==> config.mk <==
export PLATFORM = sky130hd
export DESIGN_NAME = slot_game_ctrl
export DESIGN_NICKNAME = d
export VERILOG_FILES = /design/src/rtl/slot_pkg.sv /design/src/rtl/btn_sync_edge.sv /design/src/rtl/slot_game_ctrl.sv
export SDC_FILE = /design/constraint.sdc
export NUM_CORES = 1
export LEC_CHECK = 0
export CELL_PAD_IN_SITES_DETAIL_PLACEMENT = 1
export CELL_PAD_IN_SITES_GLOBAL_PLACEMENT = 1
export CORE_MARGIN = 2
export CORE_UTILIZATION = 48
export CTS_BUF_LIST = sky130_fd_sc_hd__clkbuf_8
export DETAILED_ROUTE_END_ITERATION = 7
export PLACE_DENSITY_LB_ADDON = 0.1
export SYNTH_ARGS = -nofsm -noshare
export SYNTH_HDL_FRONTEND = slang
export SYNTH_SLANG_ARGS = --single-unit
==> constraint.sdc <==
create_clock -name clk_i -period 5.1 [get_ports clk_i]
set_input_delay 0.765 -clock clk_i [delete_from_list [all_inputs] [get_ports clk_i]]
set_output_delay 0.765 -clock clk_i [all_outputs]
set_load 0.05 [all_outputs]
==> src/rtl/slot_pkg.sv <==
// -----------------------------------------------------------------------------
// slot_pkg
// Shared definitions for the DE1 slot machine.
//   - ST_* : 2-bit game-state codes driven to the dice block.
//   - CREDIT_W : width of the credit balance.
//   - game_fsm_t : internal sequencer states; SETTLE has its own encoding
//     outside the 2-bit output code space.
//   - sat_credit : clamps a wide credit value to a ceiling.
// -----------------------------------------------------------------------------
package slot_pkg;

    localparam int CREDIT_W = 10;

    localparam logic [1:0] ST_IDLE   = 2'b00;
    localparam logic [1:0] ST_ARM    = 2'b01;
    localparam logic [1:0] ST_RUN    = 2'b10;
    localparam logic [1:0] ST_RESULT = 2'b11;

    typedef enum logic [2:0] {
        S_IDLE   = 3'b000,
        S_ARM    = 3'b001,
        S_RUN    = 3'b010,
        S_RESULT = 3'b011,
        S_SETTLE = 3'b100
    } game_fsm_t;

    // Caller guarantees v is non-negative (no subtraction below zero).
    function automatic logic [CREDIT_W-1:0] sat_credit(input logic [31:0] v,
                                                       input logic [31:0] max_v);
        logic [31:0] r;
        r = (v > max_v) ? max_v : v;
        return CREDIT_W'(r);
    endfunction

endpackage

==> src/rtl/btn_sync_edge.sv <==
// -----------------------------------------------------------------------------
// btn_sync_edge
// 2-FF synchronizer followed by a registered rising-edge detector.
// A press produces a single-clock pulse_o three clocks after btn_i rises.
// Ports:
//   clk_i   in  system clock
//   rst_i   in  synchronous active-high reset
//   btn_i   in  raw button, asynchronous to clk_i
//   pulse_o out one-clock pulse per rising edge of the synchronized button
// -----------------------------------------------------------------------------
module btn_sync_edge (
    input  logic clk_i,
    input  logic rst_i,
    input  logic btn_i,
    output logic pulse_o
);

    logic       sync1_q, sync2_q, prev_q, pulse_q, armed_q;
    logic [1:0] fill_q;

    // fill_q tracks how far real button samples have propagated since reset.
    // armed_q is only set once a genuine low level has been synchronized, so a
    // button held through reset release never looks like a fresh press.
    always_ff @(posedge clk_i) begin
        if (rst_i) begin
            sync1_q <= 1'b0;
            sync2_q <= 1'b0;
            prev_q  <= 1'b0;
            pulse_q <= 1'b0;
            armed_q <= 1'b0;
            fill_q  <= 2'b00;
        end else begin
            sync1_q <= btn_i;
            sync2_q <= sync1_q;
            prev_q  <= sync2_q;
            fill_q  <= {fill_q[0], 1'b1};
            armed_q <= armed_q | (fill_q[1] & ~sync2_q);
            pulse_q <= sync2_q & ~prev_q & armed_q;
        end
    end

    assign pulse_o = pulse_q;

endmodule

==> src/rtl/slot_game_ctrl.sv <==
// -----------------------------------------------------------------------------
// slot_game_ctrl
// Game sequencer for the DE1 slot machine: initiator of the dice handshake
// and keeper of the credit balance.
// Ports:
//   clk_i       in  50 MHz system clock
//   rst_i       in  synchronous active-high reset
//   spin_btn_i  in  raw spin button (asynchronous)
//   coin_btn_i  in  raw coin button (asynchronous)
//   done_i      in  dice run complete
//   win_i       in  five-of-a-kind, valid one clock after done_i rises
//   state_o     out game state to dice block (00 IDLE,01 ARM,10 RUN,11 RESULT)
//   credits_o   out credit balance
//   win_lamp_o  out high throughout RESULT when the spin won
//   timeout_o   out one-clock pulse when RUN is abandoned
//   spin_rej_o  out one-clock pulse when a spin is refused for lack of credit
// -----------------------------------------------------------------------------
module slot_game_ctrl
    import slot_pkg::*;
#(
    parameter int unsigned START_CREDITS = 10,
    parameter int unsigned BET           = 1,
    parameter int unsigned PAYOUT        = 50,
    parameter int unsigned MAX_CREDITS   = 999,
    parameter int unsigned RESULT_CYCLES = 100_000_000,
    parameter int unsigned RUN_TIMEOUT   = 200_000_000
) (
    input  logic                clk_i,
    input  logic                rst_i,
    input  logic                spin_btn_i,
    input  logic                coin_btn_i,
    input  logic                done_i,
    input  logic                win_i,
    output logic [1:0]          state_o,
    output logic [CREDIT_W-1:0] credits_o,
    output logic                win_lamp_o,
    output logic                timeout_o,
    output logic                spin_rej_o
);

    localparam int RUN_W  = (RUN_TIMEOUT   > 1) ? $clog2(RUN_TIMEOUT)   : 1;
    localparam int HOLD_W = (RESULT_CYCLES > 1) ? $clog2(RESULT_CYCLES) : 1;
    localparam logic [RUN_W-1:0]  RUN_LAST  = RUN_W'(RUN_TIMEOUT - 1);
    localparam logic [HOLD_W-1:0] HOLD_LAST = HOLD_W'(RESULT_CYCLES - 1);

    logic spin_pulse, coin_pulse;

    btn_sync_edge u_spin (
        .clk_i   (clk_i),
        .rst_i   (rst_i),
        .btn_i   (spin_btn_i),
        .pulse_o (spin_pulse)
    );

    btn_sync_edge u_coin (
        .clk_i   (clk_i),
        .rst_i   (rst_i),
        .btn_i   (coin_btn_i),
        .pulse_o (coin_pulse)
    );

    game_fsm_t            state_q, state_d;
    logic [CREDIT_W-1:0]  credits_q, credits_d;
    logic [RUN_W-1:0]     run_cnt_q, run_cnt_d;
    logic [HOLD_W-1:0]    hold_cnt_q, hold_cnt_d;
    logic                 win_q, win_d;
    logic                 timeout_q, timeout_d;
    logic                 spin_rej_q, spin_rej_d;
    logic [31:0]          add_v, sub_v;

    always_ff @(posedge clk_i) begin
        if (rst_i) begin
            state_q    <= S_IDLE;
            credits_q  <= CREDIT_W'(START_CREDITS);
            run_cnt_q  <= '0;
            hold_cnt_q <= '0;
            win_q      <= 1'b0;
            timeout_q  <= 1'b0;
            spin_rej_q <= 1'b0;
        end else begin
            state_q    <= state_d;
            credits_q  <= credits_d;
            run_cnt_q  <= run_cnt_d;
            hold_cnt_q <= hold_cnt_d;
            win_q      <= win_d;
            timeout_q  <= timeout_d;
            spin_rej_q <= spin_rej_d;
        end
    end

    always_comb begin
        state_d    = state_q;
        run_cnt_d  = run_cnt_q;
        hold_cnt_d = hold_cnt_q;
        win_d      = win_q;
        timeout_d  = 1'b0;
        spin_rej_d = 1'b0;
        add_v      = '0;
        sub_v      = '0;

        case (state_q)
            S_IDLE: begin
                // Affordability is judged on the balance before any same-cycle coin.
                if (spin_pulse) begin
                    if (32'(credits_q) >= BET) begin
                        sub_v   = BET;
                        state_d = S_ARM;
                    end else begin
                        spin_rej_d = 1'b1;
                    end
                end
            end
            S_ARM: begin
                // One non-RUN clock lets the dice block clear its run counter.
                run_cnt_d = '0;
                state_d   = S_RUN;
            end
            S_RUN: begin
                if (done_i) begin
                    state_d = S_SETTLE;
                end else if (run_cnt_q == RUN_LAST) begin
                    add_v     = BET;
                    timeout_d = 1'b1;
                    state_d   = S_IDLE;
                end else begin
                    run_cnt_d = run_cnt_q + 1'b1;
                end
            end
            S_SETTLE: begin
                // win_i becomes valid one clock after done_i, i.e. here.
                win_d      = win_i;
                add_v      = win_i ? PAYOUT : 32'd0;
                hold_cnt_d = '0;
                state_d    = S_RESULT;
            end
            S_RESULT: begin
                if (hold_cnt_q == HOLD_LAST) begin
                    win_d   = 1'b0;
                    state_d = S_IDLE;
                end else begin
                    hold_cnt_d = hold_cnt_q + 1'b1;
                end
            end
            default: state_d = S_IDLE;
        endcase

        // Coin, payout/refund and bet combine first, then saturate once.
        credits_d = sat_credit(32'(credits_q) + 32'(coin_pulse) + add_v - sub_v,
                               MAX_CREDITS);
    end

    always_comb begin
        case (state_q)
            S_IDLE:   state_o = ST_IDLE;
            S_ARM:    state_o = ST_ARM;
            S_RUN:    state_o = ST_RUN;
            S_SETTLE: state_o = ST_RUN;
            S_RESULT: state_o = ST_RESULT;
            default:  state_o = ST_IDLE;
        endcase
    end

    assign credits_o  = credits_q;
    assign win_lamp_o = (state_q == S_RESULT) & win_q;
    assign timeout_o  = timeout_q;
    assign spin_rej_o = spin_rej_q;

endmodule

==> results.tsv <==
metric	value	unit
status	complete, no violations	
cts_tree	done	
drv_slew	0	
fin_worst_skew	0.00886	ns
path_class	register to register	
cp-start-kind	register	
syn_area	4520	um2
cts_resized	0	
worstHoldStart	u_spin.prev_q$_SDFF_PP0_	
whs_path_depth	1	
fin_crit_sh	0.884	
clk_transition_reported_paths	0.09	ns
crit_path_max_incr_delay	0.43	ns
rsz0062_at_grt	false	
routed_wl	11500	um
critPathRequiredTime	5.40	ns
setup_viol	0	
fin_tns_setup	0	ns
peakVddDrop	0.282	mV
htreeDepth	3	
final_nets	581	
worstMarginPinSlew	0.926	ns
p_int	1380	uW
ys_seq_area_frac	0.368	
slew-limit-headroom	0.381	
cts_root_buf	clkbuf_8	
p_sw	955	uW
maxCapViolCount	0	
clock.fmax	222	MHz
post-route-min-period	4.51	ns
chipHeight	101	um
combPwrFrac	0.481	
cts_buffers	9	
vias	4013	
gp_congestion	0.864	
die_area	10200	um2
p_clk_frac	0.209	
ctsHoldBuffers	0	
detail_route.iter0.violations	71	
dieWidth	101	um
min_path_type	register to register	
antenna_found_initial	0	
yosysWarnings	0	
switching_share	0.410	
cpMaxStageDelayCell	fa_1	
track_usage	0.234	
clkLatencyLatePin	0.36	ns
areaGrowthSynthToFinish	10.7	%
reg2regPathDepth	20	
grt_max_degree	34	
cp-end-kind	register	
port-buffer-count	20	
dp_hpwl	8140	um
ant_nets	0	
drc	0	
powerDensity	466	nW/um2
syn_avg_cell_area	8.43	um2
post_cts_buffers	0	
r2r-end	credits_o[4]$_SDFF_PP0_	
dr.pass1.iters	5	
r2r_start	credits_o[6]$_SDFF_PP0_	
clock-sinks	83	
hold_violations	0	
drt-wirelength-per-cell	17.2	um
rows	35	
cellLeakagePower	0.00182	uW
viasPerCell	6.01	
nFillCells	1140	
ys_async_sr_fraction	0	
synth_ff_type	dfxtp_1	
initial_utilization	0.491	
synth_seq_cells	83	
grt-ovfl-total	0	
cp_max_fo	10	
layout-drive-gt1-share	0.0628	
grt_pass1_vias	4109	
syn_nets	565	
cts.path.max_buffers	2	
synth-edff-count	0	
pwr-share-seq	0.310	
antenna_cells	0	
io_pins	21	
holdPathEnd	u_spin.pulse_o$_SDFF_PP0_	
synthDistinctLibCells	70	
core	9200	um2
grt_first_pass_wirelength	19200	um
synth_cells	536	
worstPathArrival	4.81	ns
worstPathCellList	inv_1, ha_1, a21boi_0, o21ai_0, a21boi_0, nor2b_1, ha_1, fa_1, fa_1, nor2b_1, o2111ai_1, a21oi_1, o31a_1, nor2_1, ha_1, nor2b_1, o41ai_1, a31oi_1, buf_4, and4_1	
r2r_setup_slack	0.59	ns
post-route-util	0.544	
==> worst max-delay path: cells and delay by family, from the launching register on <==
family	cells	cell delay [ns]
fa+ha+maj	5	1.67
compound gates	8	1.42
simple gates	5	0.70
flops	1	0.37
buf+inv	2	0.29
==> worst max-delay path by stage <==
stage | from | end | slack [ns]
after floorplan | credits_o[6]$_SDFF_PP0_ | credits_o[4]$_SDFF_PP0_ | 0.58
after global placement | done_i | credits_o[4]$_SDFF_PP0_ | 0.56
after detailed placement | done_i | credits_o[4]$_SDFF_PP0_ | 0.38
after CTS | credits_o[6]$_SDFF_PP0_ | credits_o[4]$_SDFF_PP0_ | 0.59
after global routing | credits_o[6]$_SDFF_PP0_ | credits_o[4]$_SDFF_PP0_ | 0.21
final | credits_o[6]$_SDFF_PP0_ | credits_o[4]$_SDFF_PP0_ | 0.59
==> metal layers <==
layer,wire length [um],vias to the layer above,GRT usage
met1,5260,1981,0.283
met2,5830,42,0.426
li1,-,1975,-
met4,184,0,0.0863
met5,0,-,0
met3,207,15,0.0264
==> state kept, by name, indices dropped and copies added (netlist names), 3 cells and up <==
name	flops
hold_cnt_q	27
state_q	3
run_cnt_q	28
credits_o	10
==> layout by cell type (no fill, tap or decap), types with 4 or more instances in the layout <==
cell type	n
or3_1	13
nand2_1	37
xnor2_1	22
nor2b_1	12
nor2_1	50
nor4_1	10
nor4b_1	7
nand2b_1	5
dfxtp_1	83
buf_4	4
o31ai_1	8
a21oi_1	40
a31oi_1	7
xor2_1	7
clkbuf_8	9
inv_1	30
and3_1	13
o21ai_0	13
nand3_1	23
a41o_1	5
o211ai_1	5
a211oi_1	5
ha_1	21
nor3_1	10
nand4_1	14
and2_1	5
clkdlybuf4s50_1	20
and4_1	7
or4_1	10
==> cells by family (layout without fill, tap and decap cells) <==
| logic type | count (synthesis) | count (layout) | synth area share |
|---|---|---|---|
| AOI/OAI and AO/OA | 110 | 110 | 0.161 |
| DFF | 83 | 83 | 0.368 |
| adders and majority gates | 23 | 23 | 0.0670 |
| muxes | 3 | 3 | 0.00692 |
| and+or+nand+nor | 238 | 238 | 0.296 |
| buffers and inverters | 50 | 71 | 0.0451 |
| xor gates and xnor gates | 29 | 29 | 0.0562 |
==> synthesized netlist by cell type (7+ instances only) <==
| library cell | n | area share |
|---|---|---|
| a21oi_1 | 40 | 0.044 |
| a31oi_1 | 7 | 0.0097 |
| and3_1 | 13 | 0.018 |
| and4_1 | 7 | 0.014 |
| clkbuf_1 | 11 | 0.0091 |
| dfxtp_1 | 83 | 0.37 |
| ha_1 | 21 | 0.058 |
| inv_1 | 30 | 0.025 |
| nand2_1 | 37 | 0.031 |
| nand3_1 | 23 | 0.025 |
| nand4_1 | 14 | 0.019 |
| nor2_1 | 50 | 0.042 |
| nor2b_1 | 12 | 0.017 |
| nor3_1 | 10 | 0.011 |
| nor4_1 | 10 | 0.014 |
| nor4b_1 | 7 | 0.014 |
| o21ai_0 | 13 | 0.014 |
| o31ai_1 | 8 | 0.013 |
| or3_1 | 13 | 0.018 |
| or4_1 | 10 | 0.017 |
| xnor2_1 | 22 | 0.043 |
| xor2_1 | 7 | 0.014 |
==> power by group through the flow <==
stage,clock network [uW],logic [uW],registers (uW)
after detailed placement,0,1110,738
after CTS,496,1120,723
after global routing,525,1230,728
after floorplan,0,687,856
after global placement,0,1070,736
final,487,1120,723
==> cell type report <==
cell class | instances | area (um2) | area share
Timing Repair Buffer | 24 | 230 | 0.0460
Tap cell | 111 | 139 | 0.0278
Clock inverter | 7 | 76.3 | 0.0153
Multi-Input combinational cell | 403 | 2650 | 0.531
Clock buffer | 9 | 124 | 0.0248
Inverter | 31 | 116 | 0.0233
Sequential cell | 83 | 1660 | 0.332
==> through the flow <==
step,setup WS [ns],cell area (um2),cells,hold slack (ns),total power (uW)
3_5_place_dp,0.379,4800,652,0.384,1840
3_3_place_gp,0.562,4800,652,0.379,1810
2_1_floorplan,0.581,4520,536,0.374,1540
6_report,0.591,5000,668,0.394,2330
4_1_cts,0.586,5000,668,0.397,2340
5_1_grt,0.207,5000,668,0.410,2480
Note: power is estimated with default switching activity, not from simulation.
